==> config.mk <==
export PLATFORM = sky130hd
export DESIGN_NAME = anton_neopixel_serializer_flat
export DESIGN_NICKNAME = d
export VERILOG_FILES = /design/src/rtl/anton_neopixel_serializer_if.sv /design/src/rtl/anton_neopixel_serializer.sv /design/src/flat_wrapper.sv
export SDC_FILE = /design/constraint.sdc
export NUM_CORES = 1
export LEC_CHECK = 0
export ABC_CLOCK_PERIOD_IN_PS = 5600
export CORE_UTILIZATION = 35
export CTS_BUF_LIST = sky130_fd_sc_hd__clkbuf_16
export DETAILED_ROUTE_END_ITERATION = 8
export GPL_TIMING_DRIVEN = 0
export PLACE_DENSITY = 0.66
export SYNTH_ARGS = -nofsm -noshare
export SYNTH_HDL_FRONTEND = slang
export SYNTH_SLANG_ARGS = --single-unit
==> constraint.sdc <==
create_clock -name clk -period 5.6 [get_ports clk]
set_clock_uncertainty 0.2 [all_clocks]
set_input_delay 0.56 -clock clk [delete_from_list [all_inputs] [get_ports clk]]
set_output_delay 0.56 -clock clk [all_outputs]
set_load 0.1 [all_outputs]
==> src/rtl/anton_neopixel_serializer_if.sv <==
// Pixel-buffer handshake and frame control bundle for the NeoPixel serializer.
// The master side is the controller/pixel buffer; the slave side is the serializer.
interface anton_neopixel_serializer_if #(
  parameter int BUFFER_BITS = 3
);
  logic                   start;
  logic                   loop_en;
  logic [BUFFER_BITS-1:0] last_pixel;
  logic                   pixel_req;
  logic [BUFFER_BITS-1:0] pixel_index;
  logic                   pixel_valid;
  logic [31:0]            pixel_data;
  logic                   busy;
  logic                   done;
  logic                   underrun;
  logic                   neo_data;

  modport master (
    output start, loop_en, last_pixel, pixel_valid, pixel_data,
    input  pixel_req, pixel_index, busy, done, underrun, neo_data
  );

  modport slave (
    input  start, loop_en, last_pixel, pixel_valid, pixel_data,
    output pixel_req, pixel_index, busy, done, underrun, neo_data
  );
endinterface

==> src/rtl/anton_neopixel_serializer.sv <==
// WS281x serializer: fetches pixels over req/valid, shifts them out MSB-first with
// cycle-counted high times, prefetches the next pixel and ends each frame with a latch gap.
module anton_neopixel_serializer #(
  parameter int CLK_PER_BIT    = 8,
  parameter int T0H            = 2,
  parameter int T1H            = 5,
  parameter int RESET_CYCLES   = 350,
  parameter int BITS_PER_PIXEL = 24,
  parameter int BUFFER_END     = 7
) (
  input  logic                         clk,
  input  logic                         rst,
  anton_neopixel_serializer_if.slave   bus
);

  localparam int BUFFER_BITS = (BUFFER_END > 0) ? $clog2(BUFFER_END + 1) : 1;
  localparam int SLOT_W      = $clog2(CLK_PER_BIT);
  localparam int BIT_W       = $clog2(BITS_PER_PIXEL);
  localparam int LATCH_W     = $clog2(RESET_CYCLES + 1);

  localparam logic [SLOT_W-1:0]      SLOT_LAST  = SLOT_W'(CLK_PER_BIT - 1);
  localparam logic [SLOT_W-1:0]      T0H_C      = SLOT_W'(T0H);
  localparam logic [SLOT_W-1:0]      T1H_C      = SLOT_W'(T1H);
  localparam logic [BIT_W-1:0]       BIT_TOP    = BIT_W'(BITS_PER_PIXEL - 1);
  localparam logic [LATCH_W-1:0]     LATCH_LAST = LATCH_W'(RESET_CYCLES - 1);
  localparam logic [BUFFER_BITS-1:0] LAST_MAX   = BUFFER_BITS'(BUFFER_END);
  localparam logic [BUFFER_BITS-1:0] INDEX_ONE  = BUFFER_BITS'(1);

  typedef enum logic [1:0] {
    IDLE,
    FETCH,
    TRANSMIT,
    LATCH
  } state_t;

  state_t                    state_reg, state_next;
  logic [BUFFER_BITS-1:0]    index_reg, index_next;
  logic [BUFFER_BITS-1:0]    last_reg, last_next;
  logic [BITS_PER_PIXEL-1:0] shift_reg, shift_next;
  logic [BITS_PER_PIXEL-1:0] shadow_reg, shadow_next;
  logic                      shadow_full_reg, shadow_full_next;
  logic [SLOT_W-1:0]         slot_reg, slot_next;
  logic [BIT_W-1:0]          bit_reg, bit_next;
  logic [LATCH_W-1:0]        latch_reg, latch_next;
  logic                      underrun_reg, underrun_next;
  logic                      done_reg, done_next;
  logic                      neo_reg, neo_next;

  logic                      req;
  logic [BUFFER_BITS-1:0]    req_index;
  logic                      prefetch_en;
  logic [BUFFER_BITS-1:0]    last_clamped;
  logic [BITS_PER_PIXEL-1:0] data_word;
  logic                      unused_data;

  assign last_clamped = (bus.last_pixel > LAST_MAX) ? LAST_MAX : bus.last_pixel;
  assign data_word    = bus.pixel_data[BITS_PER_PIXEL-1:0];
  assign unused_data  = ^bus.pixel_data;
  assign prefetch_en  = (index_reg != last_reg) && !shadow_full_reg;

  always_comb begin
    state_next       = state_reg;
    index_next       = index_reg;
    last_next        = last_reg;
    shift_next       = shift_reg;
    shadow_next      = shadow_reg;
    shadow_full_next = shadow_full_reg;
    slot_next        = slot_reg;
    bit_next         = bit_reg;
    latch_next       = latch_reg;
    underrun_next    = underrun_reg;
    done_next        = 1'b0;
    req              = 1'b0;
    req_index        = index_reg;

    case (state_reg)
      IDLE: begin
        if (bus.start) begin
          last_next        = last_clamped;
          index_next       = '0;
          underrun_next    = 1'b0;
          shadow_full_next = 1'b0;
          state_next       = FETCH;
        end
      end

      FETCH: begin
        req = 1'b1;
        if (bus.pixel_valid) begin
          shift_next = data_word;
          slot_next  = '0;
          bit_next   = BIT_TOP;
          state_next = TRANSMIT;
        end
      end

      TRANSMIT: begin
        // Fetch the following pixel into the shadow while the current one shifts out.
        if (prefetch_en) begin
          req       = 1'b1;
          req_index = index_reg + INDEX_ONE;
          if (bus.pixel_valid) begin
            shadow_next      = data_word;
            shadow_full_next = 1'b1;
          end
        end

        if (slot_reg == SLOT_LAST) begin
          slot_next = '0;
          if (bit_reg == '0) begin
            if (index_reg == last_reg) begin
              latch_next = '0;
              state_next = LATCH;
            end else if (shadow_full_reg) begin
              shift_next       = shadow_reg;
              shadow_full_next = 1'b0;
              index_next       = index_reg + INDEX_ONE;
              bit_next         = BIT_TOP;
            end else if (bus.pixel_valid) begin
              // Prefetch answered exactly on the boundary: use it directly, no gap.
              shift_next       = data_word;
              shadow_full_next = 1'b0;
              index_next       = index_reg + INDEX_ONE;
              bit_next         = BIT_TOP;
            end else begin
              underrun_next = 1'b1;
              index_next    = index_reg + INDEX_ONE;
              state_next    = FETCH;
            end
          end else begin
            bit_next   = bit_reg - 1'b1;
            shift_next = {shift_reg[BITS_PER_PIXEL-2:0], 1'b0};
          end
        end else begin
          slot_next = slot_reg + 1'b1;
        end
      end

      LATCH: begin
        if (latch_reg == LATCH_LAST) begin
          shadow_full_next = 1'b0;
          if (bus.loop_en) begin
            index_next = '0;
            state_next = FETCH;
          end else begin
            done_next  = 1'b1;
            state_next = IDLE;
          end
        end else begin
          latch_next = latch_reg + 1'b1;
        end
      end

      default: begin
        state_next = IDLE;
      end
    endcase
  end

  // The line is registered from next-state values so the first slot is high in the first TRANSMIT cycle.
  always_comb begin
    neo_next = 1'b0;
    if (state_next == TRANSMIT) begin
      neo_next = slot_next < (shift_next[BITS_PER_PIXEL-1] ? T1H_C : T0H_C);
    end
  end

  always_ff @(posedge clk or posedge rst) begin
    if (rst) begin
      state_reg       <= IDLE;
      index_reg       <= '0;
      last_reg        <= '0;
      shift_reg       <= '0;
      shadow_reg      <= '0;
      shadow_full_reg <= 1'b0;
      slot_reg        <= '0;
      bit_reg         <= '0;
      latch_reg       <= '0;
      underrun_reg    <= 1'b0;
      done_reg        <= 1'b0;
      neo_reg         <= 1'b0;
    end else begin
      state_reg       <= state_next;
      index_reg       <= index_next;
      last_reg        <= last_next;
      shift_reg       <= shift_next;
      shadow_reg      <= shadow_next;
      shadow_full_reg <= shadow_full_next;
      slot_reg        <= slot_next;
      bit_reg         <= bit_next;
      latch_reg       <= latch_next;
      underrun_reg    <= underrun_next;
      done_reg        <= done_next;
      neo_reg         <= neo_next;
    end
  end

  assign bus.pixel_req   = req;
  assign bus.pixel_index = req_index;
  assign bus.busy        = (state_reg != IDLE);
  assign bus.done        = done_reg;
  assign bus.underrun    = underrun_reg;
  assign bus.neo_data    = neo_reg;

endmodule

==> src/flat_wrapper.sv <==
// flat-port wrapper written by rule: the top's interface ports become plain ports
module anton_neopixel_serializer_flat 
#(
  parameter int CLK_PER_BIT    = 8,
  parameter int T0H            = 2,
  parameter int T1H            = 5,
  parameter int RESET_CYCLES   = 350,
  parameter int BITS_PER_PIXEL = 24,
  parameter int BUFFER_END     = 7
)
  (clk, rst, bus_start, bus_loop_en, bus_last_pixel, bus_pixel_valid, bus_pixel_data, bus_pixel_req, bus_pixel_index, bus_busy, bus_done, bus_underrun, bus_neo_data);
  anton_neopixel_serializer_if #(.BUFFER_BITS(3)) bus_i ();
  input  logic clk;
  input  logic rst;
  input wire logic [$bits(bus_i.start)-1:0] bus_start;
  input wire logic [$bits(bus_i.loop_en)-1:0] bus_loop_en;
  input wire logic [$bits(bus_i.last_pixel)-1:0] bus_last_pixel;
  input wire logic [$bits(bus_i.pixel_valid)-1:0] bus_pixel_valid;
  input wire logic [$bits(bus_i.pixel_data)-1:0] bus_pixel_data;
  output wire logic [$bits(bus_i.pixel_req)-1:0] bus_pixel_req;
  output wire logic [$bits(bus_i.pixel_index)-1:0] bus_pixel_index;
  output wire logic [$bits(bus_i.busy)-1:0] bus_busy;
  output wire logic [$bits(bus_i.done)-1:0] bus_done;
  output wire logic [$bits(bus_i.underrun)-1:0] bus_underrun;
  output wire logic [$bits(bus_i.neo_data)-1:0] bus_neo_data;
  assign bus_i.start = bus_start;
  assign bus_i.loop_en = bus_loop_en;
  assign bus_i.last_pixel = bus_last_pixel;
  assign bus_i.pixel_valid = bus_pixel_valid;
  assign bus_i.pixel_data = bus_pixel_data;
  assign bus_pixel_req = bus_i.pixel_req;
  assign bus_pixel_index = bus_i.pixel_index;
  assign bus_busy = bus_i.busy;
  assign bus_done = bus_i.done;
  assign bus_underrun = bus_i.underrun;
  assign bus_neo_data = bus_i.neo_data;
  anton_neopixel_serializer #(.CLK_PER_BIT(CLK_PER_BIT), .T0H(T0H), .T1H(T1H), .RESET_CYCLES(RESET_CYCLES), .BITS_PER_PIXEL(BITS_PER_PIXEL), .BUFFER_END(BUFFER_END)) u_core (.clk(clk), .rst(rst), .bus(bus_i));
endmodule
==> results of run 1 <==
==> path summary, 6_finish.rpt <==
kind | slack [ps] | end | cells after the start
min in group asynchronous | 310 | u_core.shadow_reg[15] | 2
max | 1430 | bus_pixel_index[2] | 8
min | 300 | u_core.bit_reg[0] | 1
min reg2reg | 300 | u_core.bit_reg[0] | 1
max in group asynchronous | 4320 | u_core.bus.neo_data | 3
max reg2reg | 2600 | u_core.bus.neo_data | 10
==> layer usage <==
layer  share of wire, %  up-vias  track usage, %
met1                 44     1828            22.0
met4                1.7        0            6.32
met5                  0        -               0
li1                   -     1732               -
met3                3.7       14            3.02
met2                 50       97            28.0
==> power breakdown <==
part / internal, mW / total (mW) / switching (mW)
Combinational: 0.0319 / 0.0680 / 0.0361
Clock: 0.393 / 0.635 / 0.242
Sequential: 0.557 / 0.558 / 0.000827
Total: 0.982 / 1.26 / 0.279
==> logic make-up (layout without fill, tap and decap cells) <==
| logic type | after synthesis | in the layout |
|---|---|---|
| mux | 53 | 53 |
| xor+xnor | 9 | 9 |
| simple gates | 119 | 119 |
| fa+ha+maj | 14 | 14 |
| buf+inv | 43 | 98 |
| flops | 77 | 77 |
| compound gates | 129 | 129 |
==> critical path, stage by stage, from the launching register on <==
cell and delay [ps]:
dfrtp_1 420, inv_1 150, ha_1 170, clkbuf_2 200
clkinv_1 330, nor3_4 400, nand2_1 110, xnor2_1 140
clkdlybuf4s50_1 1150
==> final cells by class <==
type                            instances  share of cell area, %
Clock inverter                          7                   1.87
Inverter                               17                   1.24
Timing Repair Buffer                   39                   7.64
Multi-Input combinational cell        324                   43.1
Sequential cell                        77                   36.1
Tap cell                              168                   3.94
Clock buffer                            9                   4.22
Buffer                                 26                   1.97
==> layout by cell type (no fill, tap or decap), types with 2 or more instances in the layout <==
cell type | synthesis | routed
xor2_1 | 8 | 8
nor2_1 | 21 | 21
clkbuf_1 | 19 | 19
clkdlybuf4s50_1 | 0 | 38
o22ai_1 | 2 | 2
o21ai_1 | 9 | 9
nor3_1 | 2 | 2
a21oi_1 | 17 | 17
a31oi_1 | 5 | 5
a222oi_1 | 23 | 23
mux2i_1 | 23 | 23
dfrtp_1 | 77 | 77
nand2_1 | 67 | 67
clkinv_4 | 0 | 2
and2_1 | 2 | 2
inv_1 | 15 | 15
buf_2 | 5 | 5
a41oi_1 | 2 | 2
a22o_1 | 4 | 4
ha_1 | 14 | 14
nand4_1 | 4 | 4
clkbuf_16 | 0 | 9
o21ai_0 | 51 | 51
a211oi_1 | 2 | 2
or3_1 | 7 | 7
bufinv_16 | 0 | 2
and3_1 | 5 | 5
mux2_2 | 30 | 30
nand2b_1 | 2 | 2
==> impl_metrics.xml, run 1 <==
<?xml version="1.0" encoding="UTF-8"?>
<metrics>
  <group name="placed_design">
    <metric name="buffer_ports.inserted" unit="">38</metric>
    <metric name="post-place-cells" unit="">651</metric>
    <metric name="placement.setup.worst_slack" unit="ps">1770</metric>
    <metric name="dp.final_hpwl" unit="µm">7330</metric>
    <metric name="routabilityCongestion" unit="">0.847</metric>
    <metric name="post_detailed_placement_cell_area" unit="µm²">5020</metric>
  </group>
  <group name="clock_tree">
    <metric name="ctsRootBufferMaster" unit="">clkbuf_16</metric>
    <metric name="cts.sink_count" unit="">77</metric>
    <metric name="hold_fix_buffers_at_cts" unit="">0</metric>
    <metric name="cts-resized-gates" unit="">0</metric>
    <metric name="cts_buffers" unit="">9</metric>
    <metric name="clk_path_buf_depth" unit="">2</metric>
    <metric name="cts_tree" unit="">yes</metric>
    <metric name="worstSkewPairLatency" unit="ps">330</metric>
    <metric name="cts.htree.levels" unit="">3</metric>
    <metric name="post-cts-setup-buffers" unit="">0</metric>
    <metric name="worst_setup_hold_path_clk_slew" unit="ps">60</metric>
  </group>
  <group name="cells_and_area">
    <metric name="num-fill-cells" unit="">1158</metric>
    <metric name="final_nets" unit="">548</metric>
    <metric name="final_cell_count_no_fill" unit="">667</metric>
    <metric name="drive_above_1_share" unit="%">13.0</metric>
    <metric name="stdcell_area" unit="µm²">5340</metric>
    <metric name="multi_input_area" unit="µm²">2300</metric>
    <metric name="num_antenna_cells" unit="">0</metric>
    <metric name="seq_area" unit="µm²">1930</metric>
    <metric name="post-route-util" unit="%">44.1</metric>
    <metric name="area_growth" unit="%">21.5</metric>
  </group>
  <group name="power">
    <metric name="power_density" unit="nW/µm²">236</metric>
    <metric name="reported_leakage_power" unit="nW">2.30</metric>
    <metric name="power.total" unit="mW">1.26</metric>
    <metric name="ir_drop" unit="V">0.000161</metric>
  </group>
  <group name="route">
    <metric name="routed_wire_length_per_instance" unit="µm">16.0</metric>
    <metric name="vias" unit="">3671</metric>
    <metric name="final_antenna_net_count" unit="">0</metric>
    <metric name="detail_route.drc_violations" unit="">1</metric>
    <metric name="vias_per_cell" unit="">5.50</metric>
    <metric name="initial_drt_markers" unit="">454</metric>
    <metric name="dr.pass1.iters" unit="">9</metric>
    <metric name="postRouteWirelength" unit="µm">10700</metric>
  </group>
  <group name="global_routing">
    <metric name="gr-usage-all-layers" unit="%">16.9</metric>
    <metric name="number_of_antenna_violations_at_the_first_check_in_global_routing" unit="">0</metric>
    <metric name="maximum_number_of_pins_on_one_net_before_global_route_repair" unit="">61</metric>
    <metric name="first_global_vias" unit="">3522</metric>
    <metric name="overflow" unit="">0</metric>
    <metric name="grt_first_pass_wirelength" unit="µm">17500</metric>
  </group>
  <group name="synth">
    <metric name="synth-edff-count" unit="">0</metric>
    <metric name="synth-seq-area-share" unit="%">43.8</metric>
    <metric name="syn-instance-count" unit="">444</metric>
    <metric name="synth-simple-area-share" unit="%">13.3</metric>
    <metric name="mux_cell_area_share_after_synthesis" unit="%">12.9</metric>
    <metric name="syn-cell-area" unit="µm²">4400</metric>
    <metric name="synth_compound_area_share" unit="%">20.4</metric>
    <metric name="synthArstFlopShare" unit="%">100</metric>
    <metric name="distinct_cell_type_count_after_synthesis" unit="">53</metric>
    <metric name="synth_fa_ha_area_share" unit="%">3.99</metric>
    <metric name="synth.net_count" unit="">498</metric>
    <metric name="synth.top_cells.by_count" unit="">77 x dfrtp_1, 67 x nand2_1, 51 x o21ai_0, 30 x mux2_2</metric>
    <metric name="synth_area_leader" unit="">dfrtp_1</metric>
    <metric name="yosys_most_used_dff" unit="">dfrtp_1</metric>
    <metric name="synthMostInstantiatedCell" unit="">dfrtp_1</metric>
    <metric name="synth_largest_type_area_fraction" unit="%">43.8</metric>
    <metric name="synthesis.area_per_instance" unit="µm²">9.90</metric>
    <metric name="synth-xor-area-share" unit="%">1.79</metric>
    <metric name="number_of_warnings_reported_in_the_yosys_synthesis_log" unit="">0</metric>
    <metric name="synth_top_family_by_area" unit="">compound AO/OA/AOI/OAI gates</metric>
    <metric name="yosys_register_bits" unit="">77</metric>
    <metric name="synth_area_leaders" unit="">dfrtp_1 44%, mux2_2 7.7%, o21ai_0 5.8%</metric>
  </group>
  <group name="die">
    <metric name="core.rowCount" unit="">40</metric>
    <metric name="effective_utilization_at_floorplan" unit="%">36.3</metric>
    <metric name="core_area" unit="µm²">12100</metric>
    <metric name="num_io_pins" unit="">48</metric>
    <metric name="vertical_extent_of_the_die" unit="µm">114</metric>
    <metric name="dieArea" unit="µm²">13000</metric>
    <metric name="chipWidth" unit="µm">114</metric>
  </group>
  <group name="worst_hold_path">
    <metric name="min-delay-start" unit="">u_core.bit_reg[0]</metric>
    <metric name="min-delay-path-class" unit="">flip-flop to flip-flop</metric>
  </group>
  <group name="run_status">
    <metric name="status" unit="">finished with violations</metric>
    <metric name="violated_checks" unit="">DRC</metric>
  </group>
  <group name="worst_setup_path">
    <metric name="worstSetupStartpointType" unit="">flip-flop</metric>
    <metric name="cp.required" unit="ps">4840</metric>
    <metric name="regToRegStartpoint" unit="">u_core.bit_reg[0]</metric>
    <metric name="crit_start" unit="">u_core.state_reg[0]</metric>
    <metric name="setup.worst_path.end_class" unit="">primary output</metric>
    <metric name="worst-setup-path-type" unit="">flip-flop to primary output</metric>
    <metric name="critical_path_arrival" unit="ps">3410</metric>
    <metric name="cp_max_fo" unit="">10</metric>
  </group>
  <group name="timing">
    <metric name="max_slew_margin" unit="%">34.4</metric>
    <metric name="timing.final.setup_violations" unit="">0</metric>
    <metric name="timing.final.hold_violations" unit="">0</metric>
    <metric name="final_critical_delay_including_setup_and_external_delays" unit="ps">4170</metric>
    <metric name="final_min_period_over_clock_period" unit="%">74.6</metric>
    <metric name="finalMaxSlewViolations" unit="">0</metric>
    <metric name="worst-slew-pin-transition" unit="ps">981</metric>
    <metric name="max_freq" unit="MHz">240</metric>
    <metric name="fin_setup_tns" unit="ps">0</metric>
    <metric name="hold_ws" unit="ps">297</metric>
    <metric name="grt_setup_unrepaired" unit="">false</metric>
    <metric name="final_critical_path_setup_slack" unit="ps">1430</metric>
  </group>
  <group name="flow_run">
    <metric name="max-cap-violations" unit="">0</metric>
  </group>
</metrics>
Power figures use the tool's default switching activity.
==> inputs of run 2 (changes only) <==
--- a/config.mk
+++ b/config.mk
@@ -5,12 +5,12 @@
 export SDC_FILE = /design/constraint.sdc
 export NUM_CORES = 1
 export LEC_CHECK = 0
-export ABC_CLOCK_PERIOD_IN_PS = 5600
+export ABC_CLOCK_PERIOD_IN_PS = 3800
 export CORE_UTILIZATION = 35
 export CTS_BUF_LIST = sky130_fd_sc_hd__clkbuf_16
 export DETAILED_ROUTE_END_ITERATION = 8
 export GPL_TIMING_DRIVEN = 0
-export PLACE_DENSITY = 0.66
+export PLACE_DENSITY = 0.68
 export SYNTH_ARGS = -nofsm -noshare
 export SYNTH_HDL_FRONTEND = slang
 export SYNTH_SLANG_ARGS = --single-unit
==> constraint.sdc (replaced) <==
create_clock -name clk -period 3.8 [get_ports clk]
set_clock_uncertainty 0.2 [all_clocks]
set_input_delay 0.38 -clock clk [delete_from_list [all_inputs] [get_ports clk]]
set_output_delay 0.38 -clock clk [all_outputs]
set_load 0.1 [all_outputs]
==> impl_metrics.xml, run 2 (same netlist as run 1, synthesis figures left out) <==
<?xml version="1.0" encoding="UTF-8"?>
<metrics>
  <group name="cells_and_area">
    <metric name="drive_above_1_share" unit="%">13.0</metric>
    <metric name="multi_input_area" unit="µm²">2300</metric>
    <metric name="layout.cells.most_common" unit="">dfrtp_1</metric>
    <metric name="final_cell_count_no_fill" unit="">667</metric>
    <metric name="final_cell_mix" unit="">77 x dfrtp_1, 67 x nand2_1, 51 x o21ai_0</metric>
    <metric name="num_antenna_cells" unit="">0</metric>
    <metric name="seq_area" unit="µm²">1930</metric>
    <metric name="num-fill-cells" unit="">1179</metric>
    <metric name="area_growth" unit="%">20.5</metric>
    <metric name="final_nets" unit="">548</metric>
  </group>
  <group name="global_routing">
    <metric name="number_of_antenna_violations_at_the_first_check_in_global_routing" unit="">0</metric>
    <metric name="grt_first_pass_wirelength" unit="µm">17400</metric>
    <metric name="maximum_number_of_pins_on_one_net_before_global_route_repair" unit="">63</metric>
    <metric name="gr-usage-all-layers" unit="%">16.8</metric>
    <metric name="first_global_vias" unit="">3561</metric>
    <metric name="overflow" unit="">0</metric>
  </group>
  <group name="worst_setup_path">
    <metric name="worstPathCellList" unit="">inv_1, ha_1, clkbuf_2, clkinv_1, nor3_4, o21a_1, dlygate4sd2_1</metric>
    <metric name="max_stage_delay" unit="ps">860</metric>
    <metric name="critical_path_arrival" unit="ps">3080</metric>
    <metric name="critical-path-slowest-cell" unit="">dlygate4sd2_1</metric>
    <metric name="worst-setup-path-type" unit="">flip-flop to primary output</metric>
    <metric name="cp.required" unit="ps">3220</metric>
    <metric name="worstSetupStartpointType" unit="">flip-flop</metric>
    <metric name="worst-r2r-setup-slack" unit="ps">880</metric>
    <metric name="cp_max_fo" unit="">10</metric>
    <metric name="ff2ff_path_depth" unit="">10</metric>
    <metric name="setup.worst_path.end_class" unit="">primary output</metric>
  </group>
  <group name="timing">
    <metric name="final_min_period_over_clock_period" unit="%">96.4</metric>
    <metric name="timing.final.setup_violations" unit="">0</metric>
    <metric name="finalMaxSlewViolations" unit="">0</metric>
    <metric name="final_critical_delay_including_setup_and_external_delays" unit="ps">3660</metric>
    <metric name="grt_setup_unrepaired" unit="">false</metric>
    <metric name="max_slew_margin" unit="%">35.1</metric>
    <metric name="fin_setup_tns" unit="ps">0</metric>
    <metric name="max_freq" unit="MHz">273</metric>
    <metric name="worst-slew-pin-transition" unit="ps">970</metric>
    <metric name="timing.final.hold_violations" unit="">0</metric>
  </group>
  <group name="route">
    <metric name="vias" unit="">3720</metric>
    <metric name="initial_drt_markers" unit="">397</metric>
    <metric name="postRouteWirelength" unit="µm">10600</metric>
    <metric name="detail_route.drc_violations" unit="">0</metric>
    <metric name="dr.pass1.iters" unit="">9</metric>
    <metric name="final_antenna_net_count" unit="">0</metric>
    <metric name="vias_per_cell" unit="">5.58</metric>
    <metric name="routed_wire_length_per_instance" unit="µm">15.9</metric>
  </group>
  <group name="worst_hold_path">
    <metric name="min-delay-path-class" unit="">input pin to async pin</metric>
  </group>
  <group name="clock_tree">
    <metric name="cts-resized-gates" unit="">4</metric>
    <metric name="post-cts-setup-buffers" unit="">0</metric>
    <metric name="cts_buffers" unit="">9</metric>
    <metric name="hold_fix_buffers_at_cts" unit="">0</metric>
    <metric name="cts.htree.levels" unit="">3</metric>
    <metric name="ctsRootBufferMaster" unit="">clkbuf_16</metric>
    <metric name="cts_tree" unit="">yes</metric>
    <metric name="clk_path_buf_depth" unit="">2</metric>
    <metric name="worst_setup_hold_path_clk_slew" unit="ps">60</metric>
    <metric name="cts.sink_count" unit="">77</metric>
    <metric name="worstSkewPairLatency" unit="ps">330</metric>
  </group>
  <group name="placed_design">
    <metric name="dp.final_hpwl" unit="µm">7370</metric>
    <metric name="post-place-cells" unit="">651</metric>
    <metric name="buffer_ports.inserted" unit="">38</metric>
    <metric name="routabilityCongestion" unit="">0.819</metric>
  </group>
  <group name="die">
    <metric name="effective_utilization_at_floorplan" unit="%">36.3</metric>
    <metric name="vertical_extent_of_the_die" unit="µm">114</metric>
    <metric name="num_io_pins" unit="">48</metric>
    <metric name="dieArea" unit="µm²">13000</metric>
    <metric name="core_area" unit="µm²">12100</metric>
    <metric name="core.rowCount" unit="">40</metric>
    <metric name="chipWidth" unit="µm">114</metric>
  </group>
  <group name="flow_run">
    <metric name="max-cap-violations" unit="">0</metric>
  </group>
  <group name="run_status">
    <metric name="status" unit="">finished, final reports clean</metric>
  </group>
  <group name="power">
    <metric name="power_density" unit="nW/µm²">335</metric>
    <metric name="power.total" unit="mW">1.77</metric>
    <metric name="reported_leakage_power" unit="nW">2.29</metric>
    <metric name="ir_drop" unit="V">0.000191</metric>
  </group>
</metrics>
## run 2: layout make-up
type	instances	share of cell area, %
multi-input combinational	324	43.4
sequential	77	36.4
timing repair buffer	39	7.49
clock buffer	9	4.25
tap	168	3.97
buffer	26	1.98
clock inverter	7	1.25
inverter	17	1.25
## run 2: critical path: cells and delay by family (launching register included)
family | cells | cell delay, ps
DFF | 1 | 420
and+or+nand+nor | 1 | 420
buffers and inverters | 4 | 1580
AOI/OAI and AO/OA | 1 | 170
adders and majority gates | 1 | 170
## run 2: per-layer routing
layer	vias up	wire [µm]	GRT usage, %
met5	-	0	0
li1	1740	-	-
met1	1853	4640	21.6
met3	14	492	2.91
met4	0	157	6.67
met2	113	5300	28.0
## run 2: worst paths after layout
kind                                           from                  end
worst min-delay path                            rst    u_core.bit_reg[1]
max in group asynchronous                       rst  u_core.latch_reg[7]
worst min register to register    u_core.bit_reg[0]    u_core.bit_reg[0]
min in group clk                  u_core.bit_reg[0]    u_core.bit_reg[0]
worst max register to register    u_core.bit_reg[0]  u_core.bus.neo_data
worst max-delay path            u_core.state_reg[0]        bus_pixel_req
## run 2: report_power, final
| group | leakage [nW] | switching (mW) | internal [mW] | total [mW] |
|---|---|---|---|---|
| logic | 1.13 | 0.0531 | 0.0467 | 0.0998 |
| registers | 1.02 | 0.00136 | 0.821 | 0.822 |
| clock network | 0.142 | 0.345 | 0.505 | 0.850 |
## run 2: metrics by stage
stage / util [%] / setup WS, ps / area [µm²] / hold WS [ps]
4_1_cts: 43.8 / 31.5 / 5300 / 141
3_3_place_gp: 41.2 / -140 / 4990 / 275
6_report: 43.7 / 136 / 5300 / 131
5_1_grt: 43.7 / 6.00 / 5300 / 149
3_5_place_dp: 41.4 / 113 / 5020 / 282
2_1_floorplan: - / 171 / 4400 / 255
